$ cat src/rtl/axis_uart_serializer_pkg.sv
// axis_uart_serializer_pkg: shared UART constants and the serializer state encoding.
package axis_uart_serializer_pkg;

    localparam int UART_CLOCKS_PER_PULSE = 200_000_000 / 9600;
    localparam int UART_BITS_PER_WORD    = 8;

    typedef enum logic {IDLE, SEND} ser_state_t;

    function automatic int cnt_width(input int n);
        return (n > 1) ? $clog2(n) : 1;
    endfunction

endpackage

$ cat src/rtl/axis_uart_serializer.sv
// axis_uart_serializer: sends an accepted stream word as back-to-back UART frames, lowest chunk first.
module axis_uart_serializer
    import axis_uart_serializer_pkg::*;
#(
    parameter int CLOCKS_PER_PULSE = UART_CLOCKS_PER_PULSE,
    parameter int BITS_PER_WORD    = UART_BITS_PER_WORD,
    parameter int PACKET_SIZE      = BITS_PER_WORD + 5,
    parameter int W_IN             = 64
) (
    input  logic            clk,
    input  logic            rstn,
    input  logic            s_valid,
    output logic            s_ready,
    input  logic [W_IN-1:0] s_data,
    output logic            tx,
    output logic            busy
);

    localparam int NUM_WORDS = W_IN / BITS_PER_WORD;
    localparam int PW        = cnt_width(CLOCKS_PER_PULSE);
    localparam int BW        = cnt_width(PACKET_SIZE);
    localparam int CW        = cnt_width(NUM_WORDS);
    localparam int DW        = cnt_width(W_IN);

    ser_state_t      state_q, state_d;
    logic [PW-1:0]   pulse_q, pulse_d;
    logic [BW-1:0]   bit_q, bit_d;
    logic [CW-1:0]   chunk_q, chunk_d;
    logic [W_IN-1:0] data_q;
    logic [DW-1:0]   idx;
    logic            tx_q, tx_d, p_last, b_last, c_last, accept, sending, in_data;

    assign sending = state_q == SEND;
    assign accept  = state_q == IDLE && s_valid;
    assign p_last  = pulse_q == PW'(CLOCKS_PER_PULSE - 1);
    assign b_last  = bit_q == BW'(PACKET_SIZE - 1);
    assign c_last  = chunk_q == CW'(NUM_WORDS - 1);

    always_comb begin
        state_d = state_q;
        if (accept)
            state_d = SEND;
        else if (sending && p_last && b_last && c_last)
            state_d = IDLE;
    end

    assign pulse_d = (sending && !p_last) ? pulse_q + PW'(1) : '0;
    assign bit_d   = !sending ? '0 : !p_last ? bit_q : b_last ? '0 : bit_q + BW'(1);
    assign chunk_d = !sending ? '0 : !(p_last && b_last) ? chunk_q : c_last ? '0 : chunk_q + CW'(1);

    // tx is registered from the position the counters move to, so it lines up with them
    assign in_data = bit_d >= BW'(1) && bit_d <= BW'(BITS_PER_WORD);
    assign idx     = DW'(int'(chunk_d) * BITS_PER_WORD + int'(bit_d) - 1);
    assign tx_d    = !(state_d == SEND && (bit_d == '0 || (in_data && !data_q[idx])));

    always_ff @(posedge clk or negedge rstn) begin
        if (!rstn) begin
            state_q <= IDLE;
            pulse_q <= '0;
            bit_q   <= '0;
            chunk_q <= '0;
            data_q  <= '0;
            tx_q    <= 1'b1;
        end else begin
            state_q <= state_d;
            pulse_q <= pulse_d;
            bit_q   <= bit_d;
            chunk_q <= chunk_d;
            data_q  <= accept ? s_data : data_q;
            tx_q    <= tx_d;
        end
    end

    assign s_ready = state_q == IDLE;
    assign busy    = !s_ready;
    assign tx      = tx_q;

endmodule

$ cat config.mk
export PLATFORM = sky130hd
export DESIGN_NAME = axis_uart_serializer
export DESIGN_NICKNAME = d
export VERILOG_FILES = /design/src/rtl/axis_uart_serializer_pkg.sv /design/src/rtl/axis_uart_serializer.sv
export SDC_FILE = /design/constraint.sdc
export NUM_CORES = 1
export LEC_CHECK = 0
export CAP_MARGIN = 20
export CORE_ASPECT_RATIO = 0.6
export CORE_MARGIN = 4
export CORE_UTILIZATION = 35
export DETAILED_ROUTE_END_ITERATION = 12
export GPL_TIMING_DRIVEN = 0
export HOLD_SLACK_MARGIN = 0.1
export PLACE_DENSITY = 0.65
export SLEW_MARGIN = 20
export SYNTH_ARGS = -nofsm -noshare
export SYNTH_HDL_FRONTEND = slang
export SYNTH_SLANG_ARGS = --single-unit
export TNS_END_PERCENT = 10
$ cat constraint.sdc
create_clock -name clk -period 5.51 [get_ports clk]
set_clock_uncertainty 0.15 [all_clocks]
set_input_delay 1.102 -clock clk [delete_from_list [all_inputs] [get_ports clk]]
set_output_delay 1.102 -clock clk [all_outputs]
set_load 0.05 [all_outputs]
==> flow_metrics.py <==
metrics = {
    "status": {
        "status": "completed",
    },
    "floorplanning": {
        "dieWidth_um": 153,
        "initial_utilization_pct": 36.4,
        "num_rows": 31,
        "dieArea_mm2": 0.0146,
        "coreArea_mm2": 0.0122,
        "chipHeight_um": 95.3,
        "io_pins": 70,
    },
    "clocking": {
        "cts_inserted_buffers": 9,
        "ctsHoldBuffers": 0,
        "htreeDepth": 3,
        "post-cts-setup-buffer-count": 0,
        "clk_pin_slew_ps": 60,
        "cts_tree": "yes",
        "clk_latency_ps": 340,
        "clk_path_buf_depth": 2,
        "cts_root_buf": "clkbuf_16",
        "cts_sinks": 88,
    },
    "drt": {
        "route.antenna.remaining_nets": 0,
        "wirelength_um": 10400,
        "vias_per_cell": 5.07,
        "wl_per_cell_um": 16.7,
        "vias": 3161,
        "drc_errors": 0,
        "drt_first_pass_iters": 4,
        "drtIter0Drc": 157,
    },
    "setup_path": {
        "cp_max_fo": 11,
        "crit_type": "flop to flop",
        "r2r-start": "pulse_q[3]",
        "cp_data_arrival_time_ps": 5330,
        "crit_path_end_kind": "flop",
        "cp-startpoint": "pulse_q[3]",
        "startpoint_type": "flop",
        "worstPathRequired_ps": 5610,
    },
    "synthesis": {
        "synth_warnings": 0,
        "ys.flop_type": "dfrtp_1",
        "syn_area_mm2": 0.00444,
        "async_flop_share_pct": 100,
        "synthesis.nets": 452,
        "ys_types": 53,
        "ys_ff_latch": 88,
        "avgSynthCellArea_um2": 11.9,
        "syn_inst": 372,
        "ys_seq_area_share_pct": 49.6,
        "synth.largest_area_cell": "dfrtp_1",
        "synth_top_cell_area_share_pct": 49.0,
        "synth-edff-count": 0,
        "synthTopCellsByArea": "dfrtp_1 (49%), mux2_2 (17%), ha_1 (3.4%), mux4_2 (3.0%), nand2_1 (1.8%)",
    },
    "global_route": {
        "grtUsageTotal_pct": 15.3,
        "grt_overflow_total": 0,
        "grt_pass1_vias": 3325,
        "antenna_found_initial": 0,
        "grt_max_degree": 48,
        "grt_pass1_wl_um": 17500,
    },
    "layout": {
        "post-route-cell-area_mm2": 0.00568,
        "insertedDiodeCount": 0,
        "fin_nets": 533,
        "multi_input_area_mm2": 0.00212,
        "final_core_util_pct": 46.5,
        "seq_area_mm2": 0.00220,
        "fillers": 1113,
        "syn2layout_area_growth_pct": 27.9,
        "post_route_cells_drive_above_1_share_pct": 22.7,
        "final_cell_mix": "dfrtp_1 (87), clkdlybuf4s50_1 (68), mux2_2 (66)",
        "final_common_cell": "dfrtp_1",
    },
    "timing": {
        "hold_viol": 0,
        "setup_viol": 0,
        "slew_viol_final": 0,
        "fin_crit_ps": 5230,
        "setup_slack_ps": 284,
        "max_slew.worst_pin.slew_ps": 645,
        "fin_hold_ws_ps": 353,
        "relSlewSlack_pct": 57.0,
        "fin_crit_sh_pct": 94.9,
        "max_clock_freq_mhz": 191,
        "grt_setup_unrepaired": "no",
    },
    "placement": {
        "io_buffers": 69,
        "preCtsSetupSlack_ps": -33.3,
        "gp_congestion": 0.864,
        "dp_hpwl_um": 7890,
        "placed_area_mm2": 0.00537,
    },
    "worst_hold_path": {
        "hp-start": "data_q[28]",
        "hold_path.class": "flop to flop",
    },
    "pwr": {
        "leakagePower_uw": 0.00244,
        "vdd_ir_drop_max_uv": 145,
        "powerDensity_mw_per_mm2": 283,
        "power_uw": 1610,
    },
    "run": {
        "drv_cap": 0,
    },
}
## metrics by stage
step / cells / setup TNS (ps)
2_1_floorplan: 372 / 0
3_3_place_gp: 606 / -22.7
3_5_place_dp: 607 / -33.3
4_1_cts: 623 / 0
5_1_grt: 623 / 0
6_report: 623 / 0
## state kept, by name (all words and copies together), names as in the netlist
register,flops
tx,1
bit_q,4
busy,1
chunk_q,3
data_q,64
pulse_q,15
## what timing repair did
action                     in CTS  in global routing
cloned                          0                  0
setup endpoints to repair       1                  1
gates resized for setup         1                  9
pin swaps                       0                  0
## cell usage after synthesis, types with 2 or more instances
master / count
and3_1: 3
xor2_1: 9
nand4_1: 2
dfrtp_1: 87
mux2i_1: 7
nand2b_1: 3
nand3_1: 13
a211oi_1: 7
buf_2: 2
a21oi_1: 15
ha_1: 12
or4_1: 2
nor3_1: 10
mux4_2: 6
nor2_1: 20
nor2b_1: 2
inv_1: 13
mux2_2: 66
o21ai_0: 12
nand2_1: 21
o21a_1: 2
xnor2_1: 2
clkbuf_1: 14
nor4_1: 3
or3_1: 5
nor3b_1: 3
a21o_1: 2
a31oi_1: 3
and2_1: 2
## layer usage
layer  vias to the layer above  GRT usage (%)  part of all wire [%]
li1                       1510              -                     -
met1                      1571           22.1                    52
met2                        71           22.0                    40
met3                         9           5.58                   6.8
met4                         0           3.09                  0.82
met5                         -              0                     0
## cells by family (layout without fill, tap and decap cells)
group,after synthesis,in the layout,share of synthesized area (%)
flops,88,88,49.6
simple gates,92,92,10.3
xor+xnor,12,12,2.70
compound gates,55,55,8.73
buf+inv,32,118,2.99
fa+ha+maj,13,13,3.83
mux,80,80,21.9
## area by class of cell
type	instances	share of cell area, %
Sequential cell	88	38.8
Buffer	18	1.45
Tap cell	165	3.63
Clock buffer	10	4.21
Multi-Input combinational cell	252	37.3
Timing Repair Buffer	70	12.6
Inverter	14	0.969
Clock inverter	6	1.03
## path summary, 6_finish.rpt
check	end	cells after the start	slack, ps
min in group asynchronous	data_q[46]	1	610
worst min register to register	data_q[28]	1	350
worst max-delay path	tx	14	280
worst max register to register	tx	14	280
max in group asynchronous	tx	2	3920
worst min-delay path	data_q[28]	1	350
## worst max-delay path, stage by stage, from the launching register on
cell,delay (ps)
dfrtp_1,420
or4b_1,600
or4_1,540
buf_2,190
mux2i_4,240
clkbuf_2,240
ha_1,260
fa_1,620
clkbuf_1,510
mux4_2,420
nand3_1,100
o211ai_1,100
o2bb2ai_1,240
o32ai_1,110
o32a_1,390
## power breakdown
| group | leakage [uW] | switching, uW | internal [uW] |
|---|---|---|---|
| combinational | 0.00118 | 81.2 | 130 |
| sequential | 0.00110 | 62.1 | 726 |
| clock | 0.000152 | 250 | 361 |
No activity file was read; power rests on OpenSTA's default activity.
